<file path="config.mk">
export PLATFORM = sky130hd
export DESIGN_NAME = bus_requester
export DESIGN_NICKNAME = d
export VERILOG_FILES = /design/src/rtl/bus_requester.sv
export SDC_FILE = /design/constraint.sdc
export NUM_CORES = 1
export LEC_CHECK = 0
export ABC_AREA = 1
export CORE_MARGIN = 5
export CORE_UTILIZATION = 52
export CTS_BUF_LIST = sky130_fd_sc_hd__clkbuf_8
export DETAILED_ROUTE_END_ITERATION = 8
export HOLD_SLACK_MARGIN = 0.12
export PLACE_DENSITY = 0.81
export RECOVER_POWER = 100
export SYNTH_ARGS = -nofsm -noshare
export SYNTH_HDL_FRONTEND = slang
export SYNTH_SLANG_ARGS = --single-unit
</file>
<file path="constraint.sdc">
create_clock -name clk -period 1.5 [get_ports clk]
set_clock_uncertainty 0.05 [all_clocks]
set_input_delay 0.3 -clock clk [delete_from_list [all_inputs] [get_ports clk]]
set_output_delay 0.3 -clock clk [all_outputs]
set_load 0.01 [all_outputs]
</file>
<file path="src/rtl/bus_requester.sv">
// bus_requester: req/gnt burst master emitting len incrementing words per grant
module bus_requester #(
  parameter int DATA_W  = 8,
  parameter int LEN_W   = 4,
  parameter int TIMEOUT = 15
) (
  input  logic              clk,
  input  logic              rst,
  input  logic              start,
  input  logic [LEN_W-1:0]  len,
  input  logic [DATA_W-1:0] seed,
  input  logic              gnt,
  output logic              req,
  output logic              busy,
  output logic [DATA_W-1:0] data_out,
  output logic              data_valid,
  output logic              done,
  output logic              timeout_err
);
  localparam logic [1:0] IDLE    = 2'd0;
  localparam logic [1:0] REQ     = 2'd1;
  localparam logic [1:0] XFER    = 2'd2;
  localparam logic [1:0] RELEASE = 2'd3;
  localparam int WAIT_W = TIMEOUT > 1 ? $clog2(TIMEOUT) : 1;
  localparam logic [WAIT_W-1:0] WAIT_LAST = WAIT_W'(TIMEOUT > 0 ? TIMEOUT - 1 : 0);
  logic [1:0]        state_q, state_d;
  logic [LEN_W-1:0]  cnt_q, cnt_d;
  logic [DATA_W-1:0] data_q, data_d;
  logic [WAIT_W-1:0] wait_q, wait_d;
  logic              done_q, done_d, terr_q, terr_d;
  always_comb begin
    state_d = state_q;
    cnt_d   = cnt_q;
    data_d  = data_q;
    wait_d  = wait_q;
    done_d  = 1'b0;
    terr_d  = 1'b0;
    case (state_q)
      IDLE:
        if (start && len != '0) begin
          state_d = REQ;
          cnt_d   = len;
          data_d  = seed;
          wait_d  = '0;
        end
      REQ:
        if (gnt) state_d = XFER;
        else if (TIMEOUT != 0 && wait_q == WAIT_LAST) begin
          state_d = RELEASE;
          terr_d  = 1'b1;
        end else wait_d = wait_q + WAIT_W'(1);
      XFER:
        if (gnt) begin
          data_d = data_q + DATA_W'(1);
          cnt_d  = cnt_q - LEN_W'(1);
          if (cnt_q == LEN_W'(1)) begin
            state_d = RELEASE;
            done_d  = 1'b1;
          end
        end
      default:
        if (!gnt) state_d = IDLE;
    endcase
  end
  always_ff @(posedge clk or posedge rst)
    if (rst) begin
      state_q <= IDLE;
      cnt_q   <= '0;
      data_q  <= '0;
      wait_q  <= '0;
      done_q  <= 1'b0;
      terr_q  <= 1'b0;
    end else begin
      state_q <= state_d;
      cnt_q   <= cnt_d;
      data_q  <= data_d;
      wait_q  <= wait_d;
      done_q  <= done_d;
      terr_q  <= terr_d;
    end
  // RELEASE keeps req low until the arbiter's registered grant has cleared
  assign req         = state_q == REQ || state_q == XFER;
  assign busy        = state_q != IDLE;
  assign data_valid  = state_q == XFER && gnt;
  assign data_out    = data_q;
  assign done        = done_q;
  assign timeout_err = terr_q;
endmodule

</file>
==> impl_results.md, run 1 <==
- Status: finished with violations
- Failing checks: negative setup slack
- Commonest cells in the netlist: nand2_1 (87), inv_1 (21), dfrtp_1 (20)
- Final GP Congestion: around 0.87
- Worst VDD drop: approximately 1.8 mV
- Synth warn: 0
- Hold-fix buffer count after cts: 0
- Final Hold Fails: 0
- Final wirelength: 5.040 mm
- Register area: about 500 um^2
- Worst-Margin Slew: ~0.53 ns
- Crit-path max FO: 4
- Unrepaired setup endpoints after global routing: true
- Most common cell in the netlist: nand2_1
- Max clock buf depth: 2
- Vias in the first global route: 1637
- Sinks on Clock Net: 20
- CTS tree: built
- Cell-by-cell trace of the critical path: inv_1 > ha_1 > nand3_1 > o21ai_1 > nand3_2 > nand2_2 > nand2_1
- Worst R2R Path Depth: 7
- Critical path type: register to register
- Crit path depth: 7
- FFs w/ async S/R, synth: 100.0%
- Core ar.: 2500 um^2
- Num CTS Buffers: 3
- Syn Std Cell Area: around 1400 um^2
- # DRC: 0
- Num ports: 29
- GRT Util Overall: 27.05%
- Initial DRC count: 182
- Setup WS pre-CTS: -0.2824 ns
- Largest net degree at the start of global routing: 21
- Die span in y: slightly above 60 um
- Setup TNS: -1.133 ns
- Hold Path Depth: 2
- Nets: 280
- WP data arrival: around 1.8 ns
- CP top delay family: simple AND/OR/NAND/NOR gates
- Routed WL per cell: roughly 18 um
- FF+latch count, synth: 20
- Root Driver: clkbuf_8
- Syn Area/Cell: 7.028 um^2
- Clock-pin transition on the worst setup and hold timing paths: around 0.08 ns
- Die extent in x: 61.47 um
- Cells after Synth: 196
- Area growth syn-to-layout: 52.32%
- Fill cells: about 160
- Area occupied by multi-input gates: slightly above 900 um^2
- Fin crit period: approximately 1.7 ns
- EDFF count, synth: 0
- Final max-slew violation count: 0
- Die ar.: about 3800 um^2
- Critical Path Max Stage Delay: approximately 0.4 ns
- Slew margin rel.: 65.00%
- Worst min-delay path class: register to register
- Max-cap violation count: 0
- P per Cell Area: about 2300 nW/um^2
- XOR/XNOR share of the synthesized area: less than 1%
- Worst EP required: approximately 1.6 ns
- Routed Antenna Nets: 0
- DP HPWL: roughly 2.5 mm
- Multiplexer share of the synthesized area: less than 1%
- Final setup fails: 20
- Area share of and/or/nand/nor cells after synthesis: between 40% and 50%
- # rows: 18
- DRT Pass-1 Iters: 6
- CP Buf/Inv Count: 1
- P_leak: 1.084 nW
- Initial core utilization: between 50% and 60%
- Syn Nets: about 220
- Adder-Cell Fraction of Synth Area: 8.174%
- First-pass GRT wire length: roughly 7.5 mm
- Register area share after synthesis: a little over a third
- Layout cell share with drive strength beyond 1: between 30% and 40%
- CP endpoint kind: register
- Initial antenna violation count: 0
- CP max-delay cell: dfrtp_1
- Maximum clock rate: between 500 and 600 MHz
- Largest family of logic cells by synthesized area: simple AND/OR/NAND/NOR gates
- # diodes: 0
- Share of the synthesized area in compound gates (AO/OA/AOI/OAI): between 5 and 6%
- Ranking of synthesized cells by area: dfrtp_1 (36%), nand2_1 (24%), ha_1 (8.2%)
- # H-tree levels: 1
- Yosys top cell by area: dfrtp_1
- Final worst-path cycle share: 113.2%
- Final worst slack: -0.1982 ns
- Share of the synthesized area in the top cell type: a little over a third
- Post-DR vias/cell: a little under 6
- Clock latency on the worst-skew pair: 0.26 ns
- Top_reg_cell synth: dfrtp_1
- Vias post-DR: approximately 1700
- IO Port Bufs: 28
- Grt total ovfl: 0
- Startpoint Class: register
- Netlist cell types: 23
[power breakdown]
part / internal [W] / switching [W]
logic: 0.00145 / 0.00193
registers: 0.000765 / 0.000201
clock network: 0.000233 / 0.000185
total: 0.00245 / 0.00231
[layer usage]
metal / track usage (%) / part of all wire (%)
met2: 47.73 / 50
met3: 4.612 / 10
met4: 13.33 / 4.7
met1: 31.51 / 36
met5: 0 / 0
[final timing paths]
| kind | from | endpoint | slack [ns] |
|---|---|---|---|
| worst max-delay path | cnt_q[1] | state_q[0] | -0.20 |
| worst min-delay path | cnt_q[1] | cnt_q[1] | 0.46 |
| worst max register to register | cnt_q[1] | state_q[0] | -0.20 |
| worst min register to register | cnt_q[1] | cnt_q[1] | 0.46 |
| max in group asynchronous | rst | data_out[0] | 0.47 |
| min in group asynchronous | rst | wait_q[0] | 0.55 |
[registers in the layout, indices dropped and copies added (netlist names)]
| register | cells |
|---|---|
| state_q | 2 |
| done | 1 |
| timeout_err | 1 |
| wait_q | 4 |
| cnt_q | 4 |
| data_out | 8 |
[cells by family (layout without fill, tap and decap cells)]
kind of cell,count (synthesis),in the layout
buf+inv,26,82
mux,1,1
flops,20,20
simple gates,126,128
compound gates,13,13
fa+ha+maj,9,9
xor+xnor,1,1
[through the flow]
stage / instances / util (%) / power, W / hold WS (ns) / cell area, um^2
global placement: 265 / 71.02 / 0.003179 / 0.4216 / 1775
CTS: 283 / 81.38 / 0.004245 / 0.3348 / 2034
global route: 284 / 83.93 / 0.005083 / 0.5024 / 2098
finish: 284 / 83.93 / 0.004761 / 0.4632 / 2098
floorplan: 196 / - / 0.002446 / 0.2138 / 1378
detailed placement: 265 / 71.02 / 0.003283 / 0.4381 / 1775
[worst min-delay path, cell delays in order, from the launching register on]
cell and delay [ns]:
dfrtp_1 0.37, nand2_2 0.06, o21ai_2 0.05
[layout make-up]
class	count	share of cell area, %
multi-input cells	152	43.59
flip-flops and latches	20	23.91
repair buffers	55	23.26
repair inverters	1	0.3578
well taps	30	1.789
clock buffers	4	2.624
inverters	22	4.472
[timing repair]
action	CTS	global route
endpoints found under the setup margin	26	24
pin swaps	7	4
resized for setup	50	25
buffers inserted	11	1
cloned	3	0
[cell usage in the layout, fill, tap and decap left out, drive strengths merged]
cell type	count
nor2	14
clkdlybuf4s50	15
dlygate4sd2	6
buf	29
inv	21
dfrtp	20
or2	3
clkbuf	6
clkdlybuf4s25	2
nand3b	2
o21ai	9
a21oi	2
xor2	1
mux2i	1
dlygate4sd3	1
o21bai	2
ha	9
clkinvlp	2
nand2	89
nand4	3
nand3	17
Note: power is estimated with default switching activity, not from simulation.
==> run 2: changes to the inputs <==
Settings changed: HOLD_SLACK_MARGIN 0.12 to 0.03, SLEW_MARGIN from default to 20.
==> results of run 2 <==
The final DEF is identical to that of run 1; final timing and power are the same.
==> run 3: changes to the inputs <==
Settings changed: CORE_ASPECT_RATIO from default to 1.2.
==> run 3 against run 2 <==
Effect of this change: the flow still finishes with violations (negative setup slack); sequential share of layout area rose by 0.18 points; clock power up 3%; global-route usage shrank 5.8 points; non-clock buffer count decreased by 1; core utilization shrank 2.6 points; worst hold slack worse by 0.014 ns; power decreased by 3.9%; final area shrank 1.0%; cell count rose by 0.70%; worst setup slack gained 0.14 ns.
==> impl_results.md, run 3 (synthesis results as in run 1) <==
- Fin crit period: about 1.6 ns
- Unrepaired setup endpoints after global routing: true
- Most frequent cells in the layout: nand2_1 (78), buf_4 (21), dfrtp_1 (20)
- Final GP Congestion: approximately 0.83
- Final worst slack: -0.05454 ns
- Max-cap violation count: 0
- Clock power frac: roughly a tenth
- Die ar.: around 3800 um^2
- CP max-delay cell: dfrtp_1
- P_leak: about 1.1 nW
- First-pass GRT wire length: slightly above 6 mm
- Setup crit start: state_q[1]
- Final setup fails: 10
- Core ar.: between 2000 and 3000 um^2
- Initial core utilization: 53.97%
- Initial antenna violation count: 0
- Hold-fix buffer count after cts: 0
- Comb pwr share: ~70%
- Worst EP required: 1.61 ns
- DP HPWL: 2.494 mm
- Startpoint Class: register
- Initial DRC count: a little over 80
- # diodes: 0
- Failing checks: negative setup slack
- Placed cell areas: around 1800 um^2
- IO Port Bufs: 28
- Worst-Margin Slew: 0.5572 ns
- Final Core Density: 81.37%
- Max FFs per register: 8
- Num ports: 29
- Worst min-delay path class: register to register
- Final max-slew violation count: 0
- Max clock buf depth: 2
- Largest net degree at the start of global routing: 21
- # rows: 20
- Sinks on Clock Net: 20
- Clock latency on the worst-skew pair: about 0.27 ns
- Root Driver: clkbuf_8
- Worst VDD drop: about 1.6 mV
- Fin area: a little over 2000 um^2
- Slew margin rel.: a little over three fifths
- DRT Pass-1 Iters: 4
- # DRC: 0
- Crit-path max FO: 5
- Maximum clock rate: 643.3 MHz
- Cell-by-cell trace of the critical path: inv_2 > ha_4 > buf_6 > nor2_4 > nand3_1 > nand2_1 > inv_2 > nand4_1 > nand2_1
- R2R setup slack: -0.05 ns
- Psw: 0.002136 W
- Nets: around 280
- Commonest non-fill, non-tap cell in the layout: nand2_1
- Internal Pwr Total: 0.002439 W
- CTS tree: built
- Worst R2R Path Depth: 9
- WP data arrival: roughly 1.7 ns
- Setup TNS: -0.2484 ns
- Num CTS Buffers: 3
- Reg2Reg Launch Point: state_q[1]
- Hold path start: cnt_q[1]
- Routed Antenna Nets: 0
- Final wirelength: roughly 4.5 mm
- Setup WS pre-CTS: -0.2818 ns
- Final Hold Fails: 0
- Final worst-path cycle share: 103.6%
- Switch share: ~47%
- Routed WL per cell: between 15 and 20 um
- Post-DR vias/cell: about 5.4
- Die extent in x: approximately 57 um
- Grt total ovfl: 0
- # H-tree levels: 1
- Status: finished with violations
- Die span in y: around 66 um
- GRT Util Overall: around a fifth
- Critical Path Max Stage Delay: 0.43 ns
- Clock-pin transition on the worst setup and hold timing paths: roughly 0.080 ns
- Vias post-DR: ~1600
- P per Cell Area: about 2200 nW/um^2
- Critical path type: register to register
- Critical Path End: state_q[0]
- Vias in the first global route: approximately 1500
- CP endpoint kind: register
- Layout cell share with drive strength beyond 1: between 20 and 30%
- Area growth syn-to-layout: 50.77%
- Seq pwr share: just over 20%
- FF-to-FF End: state_q[0]
## run 3: changes by cell type in the layout (fill, tap and decap cells not counted), sizes merged
cell / previous run / this run
buf: 29 / 28
clkbuf: 6 / 5
clkdlybuf4s25: 2 / 1
dlygate4sd2: 6 / 8
## run 3: area by class of cell
cell class	instances	area, um^2
multi-input cells	152	899.6
flip-flops and latches	20	500.5
repair buffers	54	484.2
fillers	166	475.5
inverters	22	88.84
clock buffers	4	55.05
well taps	33	41.29
repair inverters	1	7.507
## run 3: through the flow
stage	power [W]	cells	hold slack, ns
after floorplan	0.002446	196	0.2138
after global placement	0.003170	267	0.4222
after detailed placement	0.003297	267	0.4534
after CTS	0.003962	282	0.3191
after global routing	0.004919	286	0.4690
final	0.004575	286	0.4490
## run 3: per-layer routing
metal  track usage, %  part of all wire [%]  vias up
met4            12.17                   3.9        0
met1            22.13                    38      743
met2            39.57                    53       69
met3            3.516                   5.2       16
met5                0                     0        -
li1                 -                     -      729
## run 3: how the worst min path moves through the flow
stage / end / cells past startpoint
6_report: cnt_q[1] / 2
5_1_grt: cnt_q[1] / 2
4_1_cts: wait_q[3] / 3
3_5_place_dp: cnt_q[3] / 2
3_3_place_gp: cnt_q[1] / 2
2_1_floorplan: cnt_q[0] / 1
## run 3: repair_timing
item	4_1_cts	5_1_grt
cloned	2	1
setup endpoints to repair	26	22
buffers inserted	9	3
gates resized for setup	34	33
pin swaps	3	11
## run 3: worst max-delay path, delay by kind of cell, from the launching register on
family,cells,cell delay [ns]
and+or+nand+nor,5,0.52
buffers and inverters,3,0.27
adders and majority gates,1,0.16
DFF,1,0.43
## run 3: power by group through the flow
stage               Sequential (W)  Combinational (W)  Clock [W]
CTS                       0.000906            0.00262   0.000437
global route              0.000949            0.00350   0.000465
floorplan                  0.00101            0.00143          0
detailed placement        0.000971            0.00233          0
global placement          0.000955            0.00222          0
finish                    0.000925            0.00322   0.000431
